===== config.mk =====
export PLATFORM = sky130hd
export DESIGN_NAME = if_fetch_stage_flat
export DESIGN_NICKNAME = d
export VERILOG_FILES = /design/src/rtl/core_pkg.sv /design/src/rtl/if_fetch_stage_if.sv /design/src/rtl/if_fetch_stage_id_reg.sv /design/src/rtl/if_fetch_stage.sv /design/src/flat_wrapper.sv
export SDC_FILE = /design/constraint.sdc
export NUM_CORES = 1
export LEC_CHECK = 0
export BUFFER_PORTS_ARGS = -buffer_cell sky130_fd_sc_hd__buf_2
export CAP_MARGIN = 20
export CORE_MARGIN = 2
export CORE_UTILIZATION = 57
export CTS_CLUSTER_SIZE = 12
export DETAILED_ROUTE_END_ITERATION = 7
export MAX_ROUTING_LAYER = met4
export PLACE_DENSITY_LB_ADDON = 0.12
export SLEW_MARGIN = 10
export SYNTH_ARGS = -nofsm -noshare
export SYNTH_HDL_FRONTEND = slang
export SYNTH_SLANG_ARGS = --single-unit

===== constraint.sdc =====
create_clock -name clk -period 5.7 [get_ports clk]
set_input_delay 0.57 -clock clk [delete_from_list [all_inputs] [get_ports clk]]
set_output_delay 0.57 -clock clk [all_outputs]
set_load 0.01 [all_outputs]

===== src/rtl/core_pkg.sv =====
// Shared definitions for the fetch front end: state encoding, PCSrc codes,
// reset PC and the bubble instruction word.
package core_pkg;

    typedef enum logic [1:0] {
        FETCH = 2'd0,
        HOLD  = 2'd1,
        DRAIN = 2'd2
    } fetch_state_e;

    localparam logic [1:0]  PCSRC_BRANCH     = 2'b00;
    localparam logic [1:0]  PCSRC_JUMP       = 2'b01;
    localparam logic [1:0]  PCSRC_JR         = 2'b10;  // any code with bit 1 set
    localparam logic [31:0] NOP_INSTR        = 32'h0000_0000;
    localparam logic [31:0] RESET_PC_DEFAULT = 32'hBFC0_0000;

    // Bit 1 alone selects jr/jalr, so both 2'b10 and 2'b11 pick the register target.
    function automatic logic [31:0] sel_target(input logic [1:0]  pcsrc,
                                               input logic [31:0] branch_t,
                                               input logic [31:0] jump_t,
                                               input logic [31:0] jr_t);
        if (pcsrc[1])
            return jr_t;
        else if (pcsrc[0])
            return jump_t;
        else
            return branch_t;
    endfunction

endpackage


===== src/rtl/if_fetch_stage_if.sv =====
// Single-outstanding instruction memory port: req/addr from fetch, ack/rdata from memory.
interface if_fetch_stage_if;
    logic        req;
    logic [31:0] addr;
    logic        ack;
    logic [31:0] rdata;

    modport master (output req, output addr, input ack, input rdata);
    modport slave  (input req, input addr, output ack, output rdata);
endinterface


===== src/rtl/if_fetch_stage_id_reg.sv =====
// IF/ID pipeline register: load a fetched word, insert a bubble, or hold.
module if_id_reg
    import core_pkg::*;
#(
    parameter logic [31:0] NOP_WORD = NOP_INSTR
) (
    input  logic        clk,
    input  logic        rst_n,
    input  logic        load,
    input  logic        bubble,
    input  logic [31:0] instr_in,
    input  logic [31:0] pc4_in,
    output logic [31:0] instr,
    output logic [31:0] pc4,
    output logic        valid
);

    logic [31:0] instr_d, instr_q;
    logic [31:0] pc4_d, pc4_q;
    logic        valid_d, valid_q;

    // A bubble keeps pc4 so ID still sees the last real sequential PC.
    always_comb begin
        instr_d = instr_q;
        pc4_d   = pc4_q;
        valid_d = valid_q;
        if (load) begin
            instr_d = instr_in;
            pc4_d   = pc4_in;
            valid_d = 1'b1;
        end else if (bubble) begin
            instr_d = NOP_WORD;
            valid_d = 1'b0;
        end
    end

    always_ff @(posedge clk) begin
        if (!rst_n) begin
            instr_q <= NOP_WORD;
            pc4_q   <= 32'd0;
            valid_q <= 1'b0;
        end else begin
            instr_q <= instr_d;
            pc4_q   <= pc4_d;
            valid_q <= valid_d;
        end
    end

    assign instr = instr_q;
    assign pc4   = pc4_q;
    assign valid = valid_q;

endmodule


===== src/rtl/if_fetch_stage.sv =====
// MIPS IF stage: owns the PC, runs the single-outstanding fetch FSM and
// applies hazard-unit stalls and redirects before feeding the IF/ID register.
module if_fetch_stage
    import core_pkg::*;
#(
    parameter logic [31:0] RESET_PC = RESET_PC_DEFAULT,
    parameter logic [31:0] NOP_WORD = NOP_INSTR
) (
    input  logic                     clk,
    input  logic                     rst_n,
    input  logic                     Stall,
    input  logic                     IF_Flush,
    input  logic [1:0]               ID_PCSrc,
    input  logic [31:0]              ID_Branch_target,
    input  logic [31:0]              ID_Jump_target,
    input  logic [31:0]              ID_Jr_target,
    if_fetch_stage_if.master         imem,
    output logic [31:0]              ID_Instruction,
    output logic [31:0]              ID_PC_plus4,
    output logic                     ID_Valid,
    output logic [31:0]              IF_PC
);

    fetch_state_e state_d, state_q;
    logic [31:0]  pc_d, pc_q;
    logic [31:0]  drain_addr_d, drain_addr_q;
    logic [31:0]  buf_d, buf_q;
    logic [31:0]  buf_pc4_d, buf_pc4_q;

    logic        adv, redirect, ack_v;
    logic [31:0] target, pc_plus4;
    logic        id_load, id_bubble;
    logic [31:0] id_instr_in, id_pc4_in;

    assign adv      = ~Stall;
    assign redirect = IF_Flush & ~Stall;
    assign target   = sel_target(ID_PCSrc, ID_Branch_target, ID_Jump_target, ID_Jr_target);
    assign pc_plus4 = pc_q + 32'd4;

    assign imem.req  = (state_q != HOLD);
    assign imem.addr = (state_q == DRAIN) ? drain_addr_q : pc_q;
    // An ack with no request outstanding is a protocol error and is dropped.
    assign ack_v     = imem.ack & imem.req;

    always_comb begin
        state_d      = state_q;
        pc_d         = pc_q;
        drain_addr_d = drain_addr_q;
        buf_d        = buf_q;
        buf_pc4_d    = buf_pc4_q;
        id_load      = 1'b0;
        id_bubble    = 1'b0;
        id_instr_in  = imem.rdata;
        id_pc4_in    = pc_plus4;

        unique case (state_q)
            FETCH: begin
                if (redirect) begin
                    id_bubble = 1'b1;
                    pc_d      = target;
                    if (!ack_v) begin
                        drain_addr_d = pc_q;
                        state_d      = DRAIN;
                    end
                end else if (adv) begin
                    if (ack_v) begin
                        id_load = 1'b1;
                        pc_d    = pc_plus4;
                    end else begin
                        id_bubble = 1'b1;
                    end
                end else if (ack_v) begin
                    buf_d     = imem.rdata;
                    buf_pc4_d = pc_plus4;
                    pc_d      = pc_plus4;
                    state_d   = HOLD;
                end
            end
            HOLD: begin
                if (redirect) begin
                    id_bubble = 1'b1;
                    pc_d      = target;
                    state_d   = FETCH;
                end else if (adv) begin
                    id_load     = 1'b1;
                    id_instr_in = buf_q;
                    id_pc4_in   = buf_pc4_q;
                    state_d     = FETCH;
                end
            end
            DRAIN: begin
                // The stale response is thrown away; only the PC follows new redirects.
                if (redirect)
                    pc_d = target;
                if (adv)
                    id_bubble = 1'b1;
                if (ack_v)
                    state_d = FETCH;
            end
            default: state_d = FETCH;
        endcase
    end

    always_ff @(posedge clk) begin
        if (!rst_n) begin
            state_q <= FETCH;
            pc_q    <= RESET_PC;
        end else begin
            state_q <= state_d;
            pc_q    <= pc_d;
        end
    end

    always_ff @(posedge clk) begin
        drain_addr_q <= drain_addr_d;
        buf_q        <= buf_d;
        buf_pc4_q    <= buf_pc4_d;
    end

    if_id_reg #(.NOP_WORD(NOP_WORD)) u_if_id_reg (
        .clk      (clk),
        .rst_n    (rst_n),
        .load     (id_load),
        .bubble   (id_bubble),
        .instr_in (id_instr_in),
        .pc4_in   (id_pc4_in),
        .instr    (ID_Instruction),
        .pc4      (ID_PC_plus4),
        .valid    (ID_Valid)
    );

    assign IF_PC = pc_q;

endmodule


===== src/flat_wrapper.sv =====
// flat-port wrapper written by rule: the top's interface ports become plain ports
module if_fetch_stage_flat import core_pkg::*;
#(
    parameter logic [31:0] RESET_PC = RESET_PC_DEFAULT,
    parameter logic [31:0] NOP_WORD = NOP_INSTR
)
  (clk, rst_n, Stall, IF_Flush, ID_PCSrc, ID_Branch_target, ID_Jump_target, ID_Jr_target, ID_Instruction, ID_PC_plus4, ID_Valid, IF_PC, imem_req, imem_addr, imem_ack, imem_rdata);
  if_fetch_stage_if imem_i ();
  input  logic clk;
  input  logic rst_n;
  input  logic Stall;
  input  logic IF_Flush;
  input  logic [1:0] ID_PCSrc;
  input  logic [31:0] ID_Branch_target;
  input  logic [31:0] ID_Jump_target;
  input  logic [31:0] ID_Jr_target;
  output logic [31:0] ID_Instruction;
  output logic [31:0] ID_PC_plus4;
  output logic ID_Valid;
  output logic [31:0] IF_PC;
  output wire logic [$bits(imem_i.req)-1:0] imem_req;
  output wire logic [$bits(imem_i.addr)-1:0] imem_addr;
  input wire logic [$bits(imem_i.ack)-1:0] imem_ack;
  input wire logic [$bits(imem_i.rdata)-1:0] imem_rdata;
  assign imem_req = imem_i.req;
  assign imem_addr = imem_i.addr;
  assign imem_i.ack = imem_ack;
  assign imem_i.rdata = imem_rdata;
  if_fetch_stage #(.RESET_PC(RESET_PC), .NOP_WORD(NOP_WORD)) u_core (.clk(clk), .rst_n(rst_n), .Stall(Stall), .IF_Flush(IF_Flush), .ID_PCSrc(ID_PCSrc), .ID_Branch_target(ID_Branch_target), .ID_Jump_target(ID_Jump_target), .ID_Jr_target(ID_Jr_target), .imem(imem_i), .ID_Instruction(ID_Instruction), .ID_PC_plus4(ID_PC_plus4), .ID_Valid(ID_Valid), .IF_PC(IF_PC));
endmodule

==> results of run 1 <==
[cell usage in the layout, fill, tap and decap left out, types with 10 or more instances in the layout]
cell	count
a21oi_1	42
a31o_2	12
buf_2	264
buf_4	10
clkbuf_16	17
dfxtp_1	99
edfxtp_1	96
mux2_2	30
mux2i_1	74
nand2_1	98
nand3_1	44
nor2_1	25
nor3_1	15
o21ai_0	61
o22ai_1	11
o2bb2ai_1	34
xnor2_1	12
xor2_1	12
[metal layers]
metal  routed length, um  up-vias  global-route usage
met2               12500      336               0.482
met3                1730       33              0.0471
met4                 376        0              0.0878
li1                    -     3701                   -
met5                   0        -                   -
met1               10800     3762               0.377
[stage by stage]
step	worst slack (ns)	power (mW)
2_1_floorplan	2.75	2.66
3_3_place_gp	2.78	3.05
3_5_place_dp	2.64	3.07
4_1_cts	2.59	4.27
5_1_grt	2.32	4.44
6_report	2.51	4.26
[state kept, by name (all words and copies together) (netlist names)]
name and flops:
u_core.buf_pc4_q 32, u_core.u_if_id_reg.valid 1, u_core.drain_addr_q 32, u_core.buf_q 32, u_core.IF_PC 32, u_core.state_q 2
u_core.u_if_id_reg.pc4 32, u_core.u_if_id_reg.instr 32
[logic make-up after synthesis]
group / after synthesis / share of synthesized area
fa+ha+maj: 6 / 0.00794
simple gates: 247 / 0.137
flops: 195 / 0.515
mux: 104 / 0.114
compound gates: 216 / 0.156
buf+inv: 85 / 0.0479
xor+xnor: 24 / 0.0222
[power groups by stage]
stage	Combinational [mW]	Clock [mW]	Sequential (mW)
6_report	1.16	1.20	1.90
5_1_grt	1.26	1.26	1.92
4_1_cts	1.16	1.21	1.89
3_5_place_dp	1.15	0	1.92
3_3_place_gp	1.14	0	1.91
2_1_floorplan	0.772	0	1.89
[worst paths after layout]
check                         startpoint                     endpoint  slack [ns]  cells after the start
min reg2reg  u_core.u_if_id_reg.instr[9]  u_core.u_if_id_reg.instr[9]        0.46                      1
max                    u_core.state_q[1]             u_core.IF_PC[19]        2.51                      7
min                       imem_rdata[23]             u_core.buf_q[23]        0.32                      1
max reg2reg            u_core.state_q[1]             u_core.IF_PC[19]        2.51                      7
[cell usage after synthesis, types with 11 or more instances]
library cell,instances,share of area
nand3_1,44,0.023
nand2_1,99,0.039
nor2_1,25,0.0099
clkbuf_1,42,0.017
mux2_2,30,0.036
o2bb2ai_1,34,0.032
o21ai_0,61,0.032
edfxtp_1,96,0.31
nor3_1,16,0.0085
xnor2_1,12,0.011
mux2i_1,74,0.078
o22ai_1,11,0.0073
buf_2,14,0.0074
a31o_2,12,0.011
a21oi_1,42,0.022
xor2_1,12,0.011
dfxtp_1,99,0.21
[worst max-delay path, delay by kind of cell (launching register included)]
family                   cells  cell delay (ns)
AO/OA/AOI/OAI                2             0.86
buffers and inverters        1             0.10
adder cells (fa/ha/maj)      1             0.23
flip-flops                   1             0.39
AND/OR/NAND/NOR              3             1.50
[final cells by class]
type	count	share of cell area
timing repair buffer	274	0.123
tap	220	0.0243
multi-input combinational	597	0.368
clock inverter	15	0.0144
clock buffer	17	0.0376
sequential	195	0.430
inverter	9	0.00298
==> flow_metrics.tcl, run 1 <==
set metrics [dict create \
    outcome "complete, no violations" \
    hold_path.class "in2reg" \
    track_usage 0.294 \
    place_area_um2 10700 \
    pin_count 265 \
    syn_area_per_cell_um2 10.8 \
    fin_area_um2 11300 \
    post-cts-setup-buffers 0 \
    die_h_um 133 \
    cts_buffers 17 \
    ys_async_sr_fraction 0 \
    clock_sinks 195 \
    hold_viol_final 0 \
    post_cts_resized 0 \
    root_buffer "clkbuf_16" \
    synthToLayoutAreaGrowth_pct 19.8 \
    cts_tree "yes" \
    path_clk_slew_ns 0.08 \
    portBuffers 264 \
    clkLatencyLatePin_ns 0.43 \
    seq_area_um2 4860 \
    holdWs_ns 0.322 \
    worst_slew_pin_slew_ns 1.08 \
    totalWireLength_mm 25.3 \
    min_period_over_period 0.560 \
    cp.arrival_ns 3.53 \
    synth_enable_flop_cells 96 \
    cp_max_fo 27 \
    diodes 0 \
    min_period_ns 3.19 \
    fmax_mhz 314 \
    synth_cells 877 \
    ys_seq_elements 195 \
    p_int_mw 2.78 \
    relSlewSlack 0.277 \
    hpwl_mm 17.0 \
    cts_max_level 4 \
    worstSetupPathType "reg2reg" \
    clock_path_buffers 2 \
    synth_nets 1018 \
    cts_hold_buffers 0 \
    rsz0062_at_grt "no" \
    post-route-drc-count 0 \
    dr.pass1.iters 7 \
    grt_max_degree 69 \
    ant_nets 0 \
    pwr-share-clk 0.282 \
    die_x_um 133 \
    instances_no_fill 1327 \
    fin_util 0.690 \
    grt_pass1_wl_mm 39.6 \
    switching_power_mw 1.48 \
    powerDensity_nw_per_um2 376 \
    grt_pass1_vias 7328 \
    place_inst 1295 \
    grt_overflow 0 \
    required_ns 6.04 \
    cpPeakStageDelay_ns 0.89 \
    maxCapViolCount 0 \
    finalSetupTns_ns 0 \
    crit_chain "inv_1 -> ha_1 -> nand2b_1 -> a211oi_2 -> or2_1 -> nand2_1 -> o221ai_1" \
    antenna_found_initial 0 \
    wire_per_inst_um 19.1 \
    seq_area_frac_synth 0.515 \
    p_comb_frac 0.273 \
    drive_above_1_share 0.341 \
    drt_iter0_markers 624 \
    synthesis.area_um2 9450 \
    rows 47 \
    drv_slew 0 \
    multi_input_area_um2 4160 \
    initial_core_util 0.576 \
    swShare 0.347 \
    end_kind "flip-flop" \
    fin_worst_skew_ns 0.00894 \
    synth_cell_types 75 \
    synth_warnings 0 \
    p_leak_nw 4.92 \
    vias 7832 \
    final.fill_count 1291 \
    die_area_um2 17600 \
    ir_worst_vdd_v 0.000233 \
    nNetsFinal 1235 \
    cpMaxStageDelayCell "or2_1" \
    setup_violations 0 \
    design.core.area_um2 16400 \
    synth-main-ff-cell "dfxtp_1" \
    place.gp.congestion 0.947 \
    crit_path_start_kind "flip-flop" \
    avgViaCountPerCell 5.90 \
    power_frac_seq 0.445 \
]
Power figures use the tool's default switching activity.
==> run 2, diff against run 1 <==
CORE_UTILIZATION = 53   (was 57)
clock period = 3.3 ns   (was 5.7 ns; I/O delays follow)
==> flow_metrics.tcl, run 2 (synthesis results as in run 1) <==
set metrics [dict create \
    maxCapViolCount 0 \
    hold_viol_final 0 \
    worst_slew_pin_slew_ns 0.906 \
    die_x_um 138 \
    required_ns 2.97 \
    cts_hold_buffers 0 \
    switching_power_mw 2.62 \
    setup_violations 0 \
    avgViaCountPerCell 5.72 \
    grt_max_degree 69 \
    cts_max_level 4 \
    cpMaxStageDelayCell "buf_4" \
    ir_worst_vdd_v 0.000393 \
    p_comb_frac 0.279 \
    final_common_cell "buf_2" \
    fmax_mhz 388 \
    drt_iter0_markers 590 \
    hold_depth 1 \
    totalWireLength_mm 25.4 \
    nNetsFinal 1249 \
    post-route-drc-count 0 \
    grt_pass1_vias 7417 \
    hold_end "u_core.buf_q[3]" \
    final_cell_mix "buf_2, dfxtp_1, nand2_1" \
    swShare 0.349 \
    cts_tree "yes" \
    powerDensity_nw_per_um2 652 \
    diodes 0 \
    outcome "complete, no violations" \
    root_buffer "clkbuf_16" \
    power.total_mw 7.50 \
    design.core.area_um2 17400 \
    hpwl_mm 17.8 \
    power_frac_seq 0.434 \
    min_period_over_period 0.781 \
    fin_worst_skew_ns 0.0119 \
    grt_pass1_wl_mm 39.1 \
    clock_sinks 195 \
    drv_slew 0 \
    cp.arrival_ns 2.25 \
    critical_path.top_delay_family "buffers and inverters" \
    timing.rr.start "u_core.state_q[1]" \
    path_buf_inv 3 \
    p_leak_nw 5.01 \
    crit_chain "inv_1 -> ha_2 -> buf_4 -> mux2_2 -> buf_2" \
    die_h_um 138 \
    seq_area_um2 4860 \
    relSlewSlack 0.396 \
    finalSetupTns_ns 0 \
    cp_max_fo 28 \
    fin_util 0.663 \
    synthToLayoutAreaGrowth_pct 21.7 \
    cpPeakStageDelay_ns 0.43 \
    hold_start "imem_rdata[3]" \
    clock_path_buffers 2 \
    reg2reg_to "u_core.IF_PC[28]" \
    crit_path_start_kind "flip-flop" \
    place.gp.congestion 0.856 \
    ff2ff_path_depth 9 \
    hold_path.class "in2reg" \
    drive_above_1_share 0.350 \
    final.fill_count 1439 \
    pin_count 265 \
    post-cts-setup-buffers 0 \
    clkLatencyLatePin_ns 0.43 \
    grt_overflow 0 \
    end_kind "primary output" \
    vias 7702 \
    rows 48 \
    wire_per_inst_um 18.8 \
    rsz0062_at_grt "no" \
    track_usage 0.278 \
    dr.pass1.iters 5 \
    ant_nets 0 \
    min_period_ns 2.58 \
    antenna_found_initial 0 \
    ff2ff_setup_slack_ns 0.75 \
    post_cts_resized 0 \
    p_int_mw 4.88 \
    worstSetupPathType "reg2out" \
    path_clk_slew_ns 0.08 \
    pwr-share-clk 0.287 \
    die_area_um2 18900 \
    cts_buffers 17 \
    multi_input_area_um2 4160 \
    initial_core_util 0.544 \
    portBuffers 264 \
]
run 2: cell count changes in the layout (fill, tap and decap cells not counted):
cell	before	now
clkinv_8	1	7
clkinv_2	2	0
buf_4	10	22
buf_12	0	2
clkinvlp_4	0	1
inv_6	5	1
inv_8	4	3
run 2: through the flow:
| step | area (um^2) | cells | setup WS, ns | hold slack, ns |
|---|---|---|---|---|
| after CTS | 11500 | 1346 | 0.710 | 0.0683 |
| after global routing | 11500 | 1346 | 0.559 | 0.0551 |
| after detailed placement | 10900 | 1314 | 0.762 | 0.441 |
| after floorplan | 9450 | 877 | 0.349 | 0.429 |
| final | 11500 | 1346 | 0.722 | 0.0795 |
| after global placement | 10900 | 1314 | 0.846 | 0.441 |
run 2: worst max path at each step:
stage | from | endpoint | cells after the start
final | u_core.state_q[0] | imem_addr[3] | 5
after global routing | u_core.state_q[1] | u_core.IF_PC[26] | 9
after CTS | u_core.state_q[0] | imem_addr[3] | 5
after detailed placement | u_core.state_q[1] | u_core.IF_PC[28] | 9
after global placement | u_core.state_q[1] | u_core.IF_PC[26] | 9
after floorplan | u_core.state_q[1] | u_core.buf_pc4_q[0] | 5
run 2: layout make-up:
| type | instances | share of cell area |
|---|---|---|
| clock buffers | 17 | 0.0370 |
| clock inverters | 15 | 0.0184 |
| inverters | 9 | 0.00294 |
| multi-input cells | 597 | 0.362 |
| flip-flops and latches | 195 | 0.423 |
| well taps | 225 | 0.0245 |
| repair buffers | 288 | 0.133 |
run 2: per-layer routing:
layer	global-route usage	vias to the layer above	routed length, um
li1	-	3737	-
met1	0.355	3698	11100
met2	0.446	243	12500
met3	0.0695	24	1510
met4	0.0676	0	333
met5	-	-	0
run 2: power by group through the flow:
stage	combinational, mW	clock, mW	sequential [mW]
finish	2.09	2.15	3.25
global route	2.28	2.27	3.30
CTS	2.09	2.17	3.25
detailed placement	2.08	0	3.30
global placement	2.06	0	3.29
floorplan	1.33	0	3.27
run 2: worst reg2reg max path: stages (launching register included):
cell and delay (ns):
dfxtp_1 0.38, inv_1 0.09, ha_1 0.22, nand2b_1 0.21
a211oi_2 0.27, buf_4 0.21, or2_1 0.32, buf_4 0.29
o21ai_0 0.13, a221o_1 0.31
==> run 3, diff against run 2 <==
CORE_UTILIZATION = 48   (was 53)
clock period = 2.25 ns   (was 3.3 ns; I/O delays follow)
==> flow_metrics.tcl, run 3 (synthesis results as in run 1) <==
set metrics [dict create \
    outcome "complete, no violations" \
    ff2ff_path_depth 5 \
    crit_path_start_kind "flip-flop" \
    min_period_ns 2.16 \
    final_cell_mix "buf_2, dfxtp_1, nand2_1" \
    fin_worst_skew_ns 0.0132 \
    final_common_cell "buf_2" \
    hold_end "u_core.u_if_id_reg.valid" \
    grt_pass1_vias 7560 \
    switching_power_mw 3.87 \
    grt_pass1_wl_mm 40.5 \
    die_h_um 144 \
    ff2ff_setup_slack_ns 0.09 \
    totalWireLength_mm 26.2 \
    track_usage 0.259 \
    clock_path_buffers 2 \
    hold_viol_final 0 \
    pre_cts_slack_ns 0.0955 \
    reg2reg_to "u_core.buf_pc4_q[22]" \
    cp_max_fo 33 \
    grt_overflow 0 \
    pin_count 265 \
    wire_per_inst_um 18.0 \
    worst_slew_pin_slew_ns 0.609 \
    path_buf_inv 3 \
    setup_slack_ns 0.0871 \
    root_buffer "clkbuf_16" \
    portBuffers 264 \
    hold_start "rst_n" \
    multi_input_area_um2 4170 \
    cpPeakStageDelay_ns 0.37 \
    pwr-share-clk 0.271 \
    place_inst 1390 \
    hold_path.class "in2reg" \
    p_leak_nw 5.33 \
    nNetsFinal 1317 \
    cts_tree "yes" \
    final.fill_count 1697 \
    relSlewSlack 0.590 \
    clock_sinks 195 \
    rows 51 \
    worstSetupPathType "reg2out" \
    die_x_um 144 \
    power_frac_seq 0.413 \
    fmax_mhz 462 \
    initial_core_util 0.487 \
    drt_iter0_markers 598 \
    clkLatencyLatePin_ns 0.44 \
    dr.pass1.iters 4 \
    post-route-drc-count 0 \
    avgViaCountPerCell 5.49 \
    hold_depth 4 \
    cp.arrival_ns 1.94 \
    cts_max_level 4 \
    rsz0062_at_grt "yes" \
    setup_violations 0 \
    drv_slew 0 \
    maxCapViolCount 0 \
    vias 7989 \
    ir_worst_vdd_v 0.000657 \
    design.core.area_um2 19400 \
    p_comb_frac 0.316 \
    swShare 0.347 \
    hpwl_mm 18.6 \
    min_period_over_period 0.961 \
    synthToLayoutAreaGrowth_pct 29.3 \
    seq_area_um2 4870 \
    place.gp.congestion 0.888 \
    required_ns 2.03 \
    die_area_um2 20800 \
    powerDensity_nw_per_um2 915 \
    cts_buffers 17 \
    ant_nets 0 \
    p_int_mw 7.30 \
    path_clk_slew_ns 0.07 \
    antenna_found_initial 0 \
    grt_max_degree 37 \
    timing.rr.start "u_core.IF_PC[2]" \
    finalSetupTns_ns 0 \
    diodes 0 \
    cpMaxStageDelayCell "mux2_2" \
    crit_chain "inv_1 -> ha_2 -> buf_12 -> mux2_2 -> buf_2" \
    fin_util 0.630 \
    critical_path.top_delay_family "buffers and inverters" \
    drive_above_1_share 0.363 \
    end_kind "primary output" \
    instances_no_fill 1454 \
]
-- run 3: power by group through the flow --
stage                     combinational [mW]  sequential [mW]  clock (mW)
after detailed placement                3.48             4.69           0
after global routing                    3.85             4.67        3.21
after floorplan                         1.96             4.79           0
final                                   3.54             4.61        3.03
after global placement                  3.45             4.67           0
after CTS                               3.54             4.61        3.08
-- run 3: per-stage QoR --
stage / power, mW / area (um^2) / hold WS (ns)
after floorplan: 6.75 / 9450 / 0.324
after global placement: 8.12 / 11300 / 0.416
after detailed placement: 8.17 / 11300 / 0.420
after CTS: 11.2 / 12200 / 0.177
after global routing: 11.7 / 12200 / 0.207
final: 11.2 / 12200 / 0.187
-- run 3: routing by layer --
metal / wire length [um] / vias up / global-route usage
li1: - / 3878 / -
met1: 11300 / 3837 / 0.331
met2: 13000 / 242 / 0.424
met3: 1450 / 32 / 0.0507
met4: 452 / 0 / 0.0700
met5: 0 / - / -
-- run 3: area by class of cell --
type                    instances  area share
multi-input cells             597       0.342
well taps                     265      0.0271
clock inverters                14      0.0135
repair buffers                356       0.181
inverters                       9     0.00277
flip-flops and latches        195       0.398
clock buffers                  18      0.0360
-- run 3: worst max-delay path by stage --
stage                           endpoint              start  depth (start not counted)  slack (ns)
global route                imem_addr[7]  u_core.state_q[0]                          5       -0.02
CTS                         imem_addr[8]  u_core.state_q[0]                          5        0.06
detailed placement      u_core.IF_PC[13]  u_core.state_q[1]                          8         0.1
global placement    u_core.buf_pc4_q[22]    u_core.IF_PC[2]                          5        0.18
finish                      imem_addr[7]  u_core.state_q[0]                          5        0.09
floorplan            u_core.buf_pc4_q[0]  u_core.state_q[1]                          5       0.005
-- run 3: repair_timing --
item	in CTS	in global routing
endpoints found under the setup margin	0	24
gates resized for setup	0	3
endpoints found under the hold margin	32	0
hold buffers	32	0
buffers inserted	0	0
-- run 3: worst reg2reg max path: stages (launching register included) --
cell and delay [ns]:
dfxtp_2 0.40, ha_2 0.20, nand4_2 0.14, or3_4 0.52, o31a_2 0.33, or2_2 0.30
